[src/rtl/game_flow_if.sv]
// Handshake and RAM bundle between the game sequencer and its datapath.
// The sequencer uses the slave view; the board top or bench uses master.
interface game_flow_if #(
  parameter int SCORE_W = 11,
  parameter int ADDR_W  = 5
);
  logic               start;
  logic               collision;
  logic [SCORE_W-1:0] score;
  logic [SCORE_W-1:0] mem_rdata;
  logic [ADDR_W-1:0]  mem_addr;
  logic [SCORE_W-1:0] mem_wdata;
  logic               mem_we;
  logic               game_tick;
  logic               obs_load;
  logic               playing;
  logic               game_over;
  logic               busy;
  logic [SCORE_W-1:0] best0;
  logic [SCORE_W-1:0] best1;
  logic [SCORE_W-1:0] best2;

  modport master (
    output start, collision, score, mem_rdata,
    input  mem_addr, mem_wdata, mem_we,
    input  game_tick, obs_load, playing,
    input  game_over, busy,
    input  best0, best1, best2
  );

  modport slave (
    input  start, collision, score, mem_rdata,
    output mem_addr, mem_wdata, mem_we,
    output game_tick, obs_load, playing,
    output game_over, busy,
    output best0, best1, best2
  );
endinterface

[src/rtl/game_flow_ctrl.sv]
// Flappy Bird game sequencer: frame tick gating, score save to RAM,
// and a RAM scan that publishes the top three scores.
module game_flow_ctrl #(
  parameter int TICK_DIV  = 500000,
  parameter int SCORE_W   = 11,
  parameter int ADDR_W    = 5,
  parameter int OVER_HOLD = 200
) (
  input  logic       clk,
  input  logic       reset,
  game_flow_if.slave gf
);
  localparam int TW    = (TICK_DIV > 1) ? $clog2(TICK_DIV) : 1;
  localparam int HW    = $clog2(OVER_HOLD + 1);
  localparam int VW    = ADDR_W + 1;
  localparam int DEPTH = 1 << ADDR_W;
  localparam logic [TW-1:0] TICK_LAST = TW'(TICK_DIV - 1);
  localparam logic [HW-1:0] HOLD_LAST = HW'(OVER_HOLD);
  localparam logic [VW-1:0] VALID_MAX = VW'(DEPTH);

  typedef enum logic [2:0] {
    S_IDLE, S_LOAD, S_PLAY, S_SAVE, S_SCAN, S_OVER
  } state_t;

  state_t             state_q, state_d;
  logic               start_q;
  logic [TW-1:0]      tick_q, tick_d;
  logic [HW-1:0]      hold_q, hold_d;
  logic [ADDR_W-1:0]  wr_ptr_q, wr_ptr_d;
  logic [VW-1:0]      valid_q, valid_d;
  logic [VW-1:0]      scan_q, scan_d;
  logic [SCORE_W-1:0] score_q, score_d;
  logic [SCORE_W-1:0] s0_q, s1_q, s2_q;
  logic [SCORE_W-1:0] s0_d, s1_d, s2_d;
  logic [SCORE_W-1:0] b0_q, b1_q, b2_q;
  logic [SCORE_W-1:0] b0_d, b1_d, b2_d;
  logic [SCORE_W-1:0] i0, i1, i2;
  logic [SCORE_W-1:0] rd;
  logic               start_edge;
  logic               tick_term;
  logic               hold_done;

  logic [ADDR_W-1:0]  addr_c;
  logic [SCORE_W-1:0] wdata_c;
  logic               we_c, tick_c, load_c;
  logic               play_c, over_c, busy_c;

  assign rd         = gf.mem_rdata;
  assign start_edge = gf.start & ~start_q;
  assign tick_term  = (tick_q == TICK_LAST);
  assign hold_done  = (hold_q == HOLD_LAST);

  // Insert the returned RAM word into the shadow top-3 (ties drop down).
  always_comb begin
    i0 = s0_q;
    i1 = s1_q;
    i2 = s2_q;
    if (rd > s0_q) begin
      i2 = s1_q;
      i1 = s0_q;
      i0 = rd;
    end else if (rd > s1_q) begin
      i2 = s1_q;
      i1 = rd;
    end else if (rd > s2_q) begin
      i2 = rd;
    end
  end

  // Next-state and output decode for the game sequencer.
  always_comb begin
    state_d  = state_q;
    tick_d   = tick_q;
    hold_d   = hold_q;
    wr_ptr_d = wr_ptr_q;
    valid_d  = valid_q;
    scan_d   = scan_q;
    score_d  = score_q;
    s0_d     = s0_q;
    s1_d     = s1_q;
    s2_d     = s2_q;
    b0_d     = b0_q;
    b1_d     = b1_q;
    b2_d     = b2_q;
    addr_c   = '0;
    wdata_c  = '0;
    we_c     = 1'b0;
    tick_c   = 1'b0;
    load_c   = 1'b0;
    play_c   = 1'b0;
    over_c   = 1'b0;
    busy_c   = 1'b0;
    unique case (state_q)
      S_IDLE: begin
        if (start_edge) state_d = S_LOAD;
      end
      S_LOAD: begin
        load_c  = 1'b1;
        tick_d  = '0;
        state_d = S_PLAY;
      end
      S_PLAY: begin
        play_c = 1'b1;
        tick_d = tick_term ? '0 : tick_q + 1'b1;
        if (gf.collision) begin
          score_d = gf.score;
          state_d = S_SAVE;
        end else begin
          tick_c = tick_term;
        end
      end
      S_SAVE: begin
        busy_c   = 1'b1;
        we_c     = 1'b1;
        addr_c   = wr_ptr_q;
        wdata_c  = score_q;
        wr_ptr_d = wr_ptr_q + 1'b1;
        if (valid_q != VALID_MAX) valid_d = valid_q + 1'b1;
        s0_d    = '0;
        s1_d    = '0;
        s2_d    = '0;
        scan_d  = '0;
        state_d = S_SCAN;
      end
      S_SCAN: begin
        busy_c = 1'b1;
        if (scan_q < valid_q) addr_c = scan_q[ADDR_W-1:0];
        if (scan_q != '0) begin
          s0_d = i0;
          s1_d = i1;
          s2_d = i2;
        end
        if (scan_q == valid_q) begin
          b0_d    = i0;
          b1_d    = i1;
          b2_d    = i2;
          tick_d  = '0;
          hold_d  = '0;
          state_d = S_OVER;
        end else begin
          scan_d = scan_q + 1'b1;
        end
      end
      S_OVER: begin
        over_c = 1'b1;
        if (!hold_done) begin
          tick_d = tick_term ? '0 : tick_q + 1'b1;
          if (tick_term) hold_d = hold_q + 1'b1;
        end else if (start_edge) begin
          state_d = S_LOAD;
        end
      end
      default: state_d = S_IDLE;
    endcase
  end

  // State and datapath registers; reset abandons any save or scan.
  always_ff @(posedge clk or posedge reset) begin
    if (reset) begin
      state_q  <= S_IDLE;
      start_q  <= 1'b0;
      tick_q   <= '0;
      hold_q   <= '0;
      wr_ptr_q <= '0;
      valid_q  <= '0;
      scan_q   <= '0;
      score_q  <= '0;
      s0_q     <= '0;
      s1_q     <= '0;
      s2_q     <= '0;
      b0_q     <= '0;
      b1_q     <= '0;
      b2_q     <= '0;
    end else begin
      state_q  <= state_d;
      start_q  <= gf.start;
      tick_q   <= tick_d;
      hold_q   <= hold_d;
      wr_ptr_q <= wr_ptr_d;
      valid_q  <= valid_d;
      scan_q   <= scan_d;
      score_q  <= score_d;
      s0_q     <= s0_d;
      s1_q     <= s1_d;
      s2_q     <= s2_d;
      b0_q     <= b0_d;
      b1_q     <= b1_d;
      b2_q     <= b2_d;
    end
  end

  assign gf.mem_addr  = addr_c;
  assign gf.mem_wdata = wdata_c;
  assign gf.mem_we    = we_c;
  assign gf.game_tick = tick_c;
  assign gf.obs_load  = load_c;
  assign gf.playing   = play_c;
  assign gf.game_over = over_c;
  assign gf.busy      = busy_c;
  assign gf.best0     = b0_q;
  assign gf.best1     = b1_q;
  assign gf.best2     = b2_q;
endmodule

[src/flat_wrapper.sv]
// flat-port wrapper written by rule: the top's interface ports become plain ports
module game_flow_ctrl_flat 
#(
  parameter int TICK_DIV  = 500000,
  parameter int SCORE_W   = 11,
  parameter int ADDR_W    = 5,
  parameter int OVER_HOLD = 200
)
  (clk, reset, gf_start, gf_collision, gf_score, gf_mem_rdata, gf_mem_addr, gf_mem_wdata, gf_mem_we, gf_game_tick, gf_obs_load, gf_playing, gf_game_over, gf_busy, gf_best0, gf_best1, gf_best2);
  game_flow_if #(.SCORE_W(SCORE_W), .ADDR_W(ADDR_W)) gf_i ();
  input  logic clk;
  input  logic reset;
  input wire logic [$bits(gf_i.start)-1:0] gf_start;
  input wire logic [$bits(gf_i.collision)-1:0] gf_collision;
  input wire logic [$bits(gf_i.score)-1:0] gf_score;
  input wire logic [$bits(gf_i.mem_rdata)-1:0] gf_mem_rdata;
  output wire logic [$bits(gf_i.mem_addr)-1:0] gf_mem_addr;
  output wire logic [$bits(gf_i.mem_wdata)-1:0] gf_mem_wdata;
  output wire logic [$bits(gf_i.mem_we)-1:0] gf_mem_we;
  output wire logic [$bits(gf_i.game_tick)-1:0] gf_game_tick;
  output wire logic [$bits(gf_i.obs_load)-1:0] gf_obs_load;
  output wire logic [$bits(gf_i.playing)-1:0] gf_playing;
  output wire logic [$bits(gf_i.game_over)-1:0] gf_game_over;
  output wire logic [$bits(gf_i.busy)-1:0] gf_busy;
  output wire logic [$bits(gf_i.best0)-1:0] gf_best0;
  output wire logic [$bits(gf_i.best1)-1:0] gf_best1;
  output wire logic [$bits(gf_i.best2)-1:0] gf_best2;
  assign gf_i.start = gf_start;
  assign gf_i.collision = gf_collision;
  assign gf_i.score = gf_score;
  assign gf_i.mem_rdata = gf_mem_rdata;
  assign gf_mem_addr = gf_i.mem_addr;
  assign gf_mem_wdata = gf_i.mem_wdata;
  assign gf_mem_we = gf_i.mem_we;
  assign gf_game_tick = gf_i.game_tick;
  assign gf_obs_load = gf_i.obs_load;
  assign gf_playing = gf_i.playing;
  assign gf_game_over = gf_i.game_over;
  assign gf_busy = gf_i.busy;
  assign gf_best0 = gf_i.best0;
  assign gf_best1 = gf_i.best1;
  assign gf_best2 = gf_i.best2;
  game_flow_ctrl #(.TICK_DIV(TICK_DIV), .SCORE_W(SCORE_W), .ADDR_W(ADDR_W), .OVER_HOLD(OVER_HOLD)) u_core (.clk(clk), .reset(reset), .gf(gf_i));
endmodule
[config.mk]
export PLATFORM = sky130hd
export DESIGN_NAME = game_flow_ctrl_flat
export DESIGN_NICKNAME = d
export VERILOG_FILES = /design/src/rtl/game_flow_if.sv /design/src/rtl/game_flow_ctrl.sv /design/src/flat_wrapper.sv
export SDC_FILE = /design/constraint.sdc
export NUM_CORES = 1
export LEC_CHECK = 0
export CAP_MARGIN = 20
export CORE_MARGIN = 1
export CORE_UTILIZATION = 57
export DETAILED_ROUTE_END_ITERATION = 6
export PLACE_DENSITY = 0.78
export SETUP_SLACK_MARGIN = 0.1
export SLEW_MARGIN = 30
export SYNTH_ARGS = -nofsm -noshare
export SYNTH_HDL_FRONTEND = slang
export SYNTH_SLANG_ARGS = --single-unit
[constraint.sdc]
create_clock -name clk -period 5.7 [get_ports clk]
set_input_delay 1.14 -clock clk [delete_from_list [all_inputs] [get_ports clk]]
set_output_delay 1.14 -clock clk [all_outputs]
set_load 0.02 [all_outputs]
**Word level (Yosys, flattened, before mapping)**

Cells that the tools add are included.

- Bits in registers: 125
- Bits of input ports: 26
- Output and inout port bits: 55
- Word-level logic and storage cells: 92

- Add/subtract/negate cells: 5
- $lt $le $gt $ge: 4
- Eq/ne operators: 16
- Mux-type cells: 37
- Bitwise logic cells: 2
- Reductions and logical operators: 14

Operator list:

| cell | number |
|---|---|
| two-way mux 11 bit | 10 |
| case mux 19 bit (4 select lines) | 1 |
| case mux 11 bit (2 select lines) | 3 |
| two-way mux 19 bit | 3 |
| greater-than comparator 11 bit | 3 |
| two-way mux 8 bit | 3 |
| adder 19 x 1 -> 19 bit (second input constant) | 1 |
| equality test 19 bit (second input constant) | 1 |
| case mux 3 bit (6 select lines) | 1 |
| case mux 8 bit (2 select lines) | 1 |
| adder 6 x 1 -> 6 bit (second input constant) | 2 |
| two-way mux 3 bit | 4 |
| case mux 6 bit (2 select lines) | 1 |
| case mux 5 bit (2 select lines) | 1 |
| AND reduction 2 bit | 5 |
| adder 8 x 1 -> 8 bit (second input constant) | 1 |
| equality test 8 bit (second input constant) | 1 |
| inequality test 2 x 1 -> 1 bit (second input constant) | 4 |
| two-way mux 1 bit | 7 |
| equality test 3 x 2 -> 1 bit (second input constant) | 2 |
| equality test 3 bit (second input constant) | 2 |
| equality test 6 bit | 1 |
| < comparator 6 bit | 1 |
| two-way mux 6 bit | 1 |
| 14 further kinds | 18 |

**Logic depth before layout (Yosys ltp)**

- Word-level depth: 6
- Gate-level depth with buffers: 10
- Mapped depth without buffers: 8

**Worst setup path after synthesis**

OpenSTA, ideal clock, no wires.

- Path type: reg2out
- Start point: register u_core.scan_q[1]
- End point: output port gf_mem_addr[0]
- Data arrival time: 2046 ps
- Data required time: 4560 ps
- Path slack: 2514 ps
- Cell stages (with the launch flop): 8
- Buffers on the path: 0
- Cell sequence: dfrtp_1 > ha_1 > nor2b_1 > o21a_1 > o21a_1 > o21a_1 > o21a_1 > o21ai_0

- Longest elaborated chain between the ends: 3

RTL lines:

| what | line | source |
|---|---|---|
| start: declaration | game_flow_ctrl.sv:31 | `logic [VW-1:0] scan_q, scan_d;` |
| start signal: assignment | game_flow_ctrl.sv:181 | `scan_q <= scan_d;` |
| < comparator 6 bit | game_flow_ctrl.sv:127 | `if (scan_q < valid_q) addr_c = scan_q[ADDR_W-1:0];` |
| two-way mux 5 bit | game_flow_ctrl.sv:127 |  |
| case mux 5 bit (2 select lines) | game_flow_ctrl.sv:93 | `unique case (state_q)` |
| end: declaration | flat_wrapper.sv:17 | `output wire logic [$bits(gf_i.mem_addr)-1:0] gf_mem_addr;` |

Every way passes these cells.

**Final worst setup path**

- Start point: register u_core.scan_q[1]
- End point: output port gf_mem_addr[2]

Same word-level chain as after synthesis.

==> flow_summary.json <==
{
  "outcome": "completed",
  "numPortBuffers": 80,
  "synth.area.mux_share_pct": 2.066,
  "ir_worst_vdd_v": 0.0002037,
  "worstHoldEndpoint": "u_core.gf.best2[5]$_DFFE_PP0P_",
  "first_iter_violations": 455,
  "cts_root_buf": "clkbuf_16",
  "power_mw": 2.089,
  "firstDrtPassIters": 5,
  "cap_viol_max_count": 0,
  "fillCellCount": 992,
  "clk_path_buf_depth": 2,
  "gp_congestion": 0.9368,
  "cts_htree_levels": 4,
  "clock.fmax_mhz": 242.5,
  "cts_buffers": 17,
  "synth_compound_area_share_pct": 20.81,
  "r2r_end": "u_core.tick_q[10]$_DFFE_PP0P_",
  "fin_crit_ns": 4.123,
  "syn2layout_area_growth_pct": 20.54,
  "post-dp-hpwl_mm": 14.12,
  "ant_nets": 0,
  "start_kind": "flip-flop",
  "viasPerCell": 6.231,
  "hold_depth": 2,
  "hold_viol": 0,
  "met3_length_mm": 1.599,
  "multiInputGateArea_sq_mm": 0.003914,
  "final.setup_skew_ns": 0.006002,
  "crit_arrival_ns": 2.98,
  "finalNetCount": 943,
  "synth_simple_gate_area_share_pct": 18.34,
  "cp_common_cell": "o21a_1",
  "die_h_um": 116.3,
  "synth-edff-count": 0,
  "final-max-slew-violation-count": 0,
  "max_stage_delay_ns": 0.63,
  "p_leak_nw": 4.201,
  "synth_top_family_by_area": "compound AO/OA/AOI/OAI gates",
  "worst_pin_slew_ns": 0.9546,
  "grt_pass1_wl_mm": 32.66,
  "maxSlewHeadroom_pct": 36.36,
  "post-place-cells": 1022,
  "post_cts_resize_count": 0,
  "routed_wl_mm": 20.27,
  "synth_cell_types": 62,
  "crit_type": "flip-flop to primary output",
  "grt_max_degree": 56,
  "drive_above_1_share_pct": 11.11,
  "cts_sinks": 125,
  "synth-main-ff-cell": "dfrtp_1",
  "grt_usage_pct": 31.75,
  "end_kind": "primary output",
  "grt_pass1_vias": 6593,
  "fin_ws_ns": 1.577,
  "yosys_warnings": 0,
  "reg2reg_depth": 8,
  "worstHoldStart": "u_core.gf.best2[5]$_DFFE_PP0P_",
  "period_share_pct": 72.34,
  "dr_total_vias": 6568,
  "io_pins": 81,
  "synth-xor-area-share_pct": 3.175,
  "rsz0062_at_grt": "false",
  "avgSynthCellArea_sq_um": 9.287,
  "synth_top_cell_area_share_pct": 42.00,
  "r2r-start": "u_core.valid_q[3]$_DFFE_PP0P_",
  "syn_area_sq_mm": 0.007448,
  "cpLargestDelayFamily": "compound AO/OA/AOI/OAI gates",
  "synth_fp_nets": 875,
  "dp_slack_ns": 1.470,
  "antenna_found_initial": 0,
  "yosysSeqAreaShare_pct": 42.00,
  "utilization_pct": 70.86,
  "dpl-instance-area_sq_mm": 0.008342,
  "path_buf_inv": 1,
  "whs_ns": 0.4720,
  "synth_fa_ha_area_share_pct": 7.895,
  "die_w_um": 116.3,
  "path_clk_slew_ns": 0.06,
  "final_area_sq_mm": 0.008979,
  "met2_wirelength_mm": 9.607,
  "start_util_pct": 58.78,
  "crit_chain": "ha_1 -> nor2b_1 -> o21a_1 -> o21a_1 -> o21a_1 -> o21a_1 -> o21ai_0 -> clkdlybuf4s50_1",
  "met1Wirelength_mm": 8.456,
  "ff_latch_area_sq_mm": 0.003128,
  "insertion_delay_ns": 0.43,
  "netlist_instances": 802,
  "ys_seq_elements": 125,
  "rows": 41,
  "synthArstFlopShare_pct": 100.0,
  "synth_top_cell_by_area": "dfrtp_1",
  "min_path_type": "flip-flop to flip-flop",
  "setup_viol": 0,
  "die-area_sq_mm": 0.01353,
  "synthTopCellsByArea": "dfrtp_1, ha_1, nand2_1",
  "cts_setup_buffers": 0,
  "crit_path_max_fanout": 8,
  "core_sq_mm": 0.01267,
  "cts_tree": "done",
  "cts_hold_buf": 0,
  "setup_tns_ns": 0,
  "powerDensity_mw_per_mm2": 232.6,
  "drcViolationCount": 0,
  "highest_layer": "met4",
  "instances_no_fill": 1054,
  "antenna_cells": 0,
  "wire_per_inst_um": 19.23,
  "worstPathRequired_ns": 4.56,
  "reg2reg_slack_ns": 2.68,
  "grt-ovfl-total": 0,
  "cp_slowest_cell": "clkdlybuf4s50_1"
}
sequential cells by signal, summed over array words and instances, names as in the netlist:
name and count:
u_core.gf.best0 11, u_core.s1_q 11, u_core.state_q 3, u_core.valid_q 6
u_core.gf.best1 11, u_core.score_q 11, u_core.s0_q 11, u_core.gf.best2 11
u_core.hold_q 8, u_core.scan_q 6, u_core.wr_ptr_q 5, u_core.start_q 1
u_core.s2_q 11, u_core.tick_q 19
area by class of cell:
| cell class | count | share of cell area [%] |
|---|---|---|
| Clock buffer | 19 | 4.933 |
| Timing Repair Buffer | 91 | 9.978 |
| Multi-Input combinational cell | 579 | 43.59 |
| Tap cell | 172 | 2.397 |
| Clock inverter | 12 | 1.895 |
| Inverter | 56 | 2.369 |
| Sequential cell | 125 | 34.84 |
per-layer routing:
layer  vias up  track usage (%)
li1       2996                -
met4         0            14.96
met2       326            50.81
met3        57            7.213
met1      3189            40.96
met5         -                0
worst max-delay path by stage:
stage / from / to / cells after the start
after global routing: u_core.scan_q[1]$_DFFE_PP0P_ / gf_mem_addr[2] / 8
after detailed placement: gf_mem_rdata[10] / u_core.s2_q[8]$_DFFE_PP0P_ / 9
after CTS: u_core.scan_q[1]$_DFFE_PP0P_ / gf_mem_addr[2] / 8
after global placement: gf_mem_rdata[10] / u_core.gf.best2[2]$_DFFE_PP0P_ / 7
final: u_core.scan_q[1]$_DFFE_PP0P_ / gf_mem_addr[2] / 8
after floorplan: reset / u_core.gf.best0[0]$_DFFE_PP0P_ / 1
synth_stat cells (3+ instances only):
cell type and count:
o2111ai_1 8, o211ai_1 6, mux2i_1 3, a2111oi_2 11, xor2_1 18, buf_4 7
nor2b_1 3, nand2b_1 5, ha_1 47, o21ai_0 23, xnor2_1 9, o21a_1 5
nor2_1 62, nand4_1 18, nor3_1 6, or2_2 3, nand2_1 127, dfrtp_1 125
a211oi_1 16, nand3_1 15, a21oi_1 37, inv_1 55, mux2_2 11, and4_1 3
clkbuf_1 15, a211oi_2 11, a31oi_1 11, buf_2 19, and3_1 10, a21o_1 3
and2_1 16, o31ai_1 54, nand3b_1 5
power breakdown:
group / internal [mW] / switching, mW / total [mW]
registers: 0.889 / 0.000372 / 0.889
clock network: 0.735 / 0.394 / 1.13
logic: 0.0259 / 0.0447 / 0.0706
total: 1.65 / 0.439 / 2.09
cell usage in the layout, fill, tap and decap left out, drive strengths merged, types with 4 or more instances in the layout:
cell type,instances
nor2,63
mux2,11
buf,11
o21ai,26
xnor2,9
o31ai,54
and2,16
a31oi,11
nand2b,7
nand3,15
a21oi,40
o211ai,6
nand2,127
nor2b,4
and3,10
xor2,18
o2111ai,8
inv,55
clkinvlp,4
nor3,8
nand3b,5
bufinv,4
o21a,6
dfrtp,125
clkdlybuf4s50,80
clkbuf,19
a211oi,27
nand4,18
ha,47
clkinv,5
a2111oi,11
worst register-to-register path, stage by stage (launching register included):
cell and delay, ns:
dfrtp_1 0.43, inv_1 0.07, ha_1 0.28, and4_1 0.26
nand4_1 0.15, a21oi_2 0.55, nor2_1 0.36, nor2_1 0.64
nor2_1 0.13
logic make-up (layout without fill, tap and decap cells):
logic type,count (synthesis),after routing
mux,14,14
xor+xnor,27,27
buf+inv,98,178
fa+ha+maj,47,47
flops,125,125
compound gates,203,203
simple gates,288,288
Power figures use the tool's default switching activity.
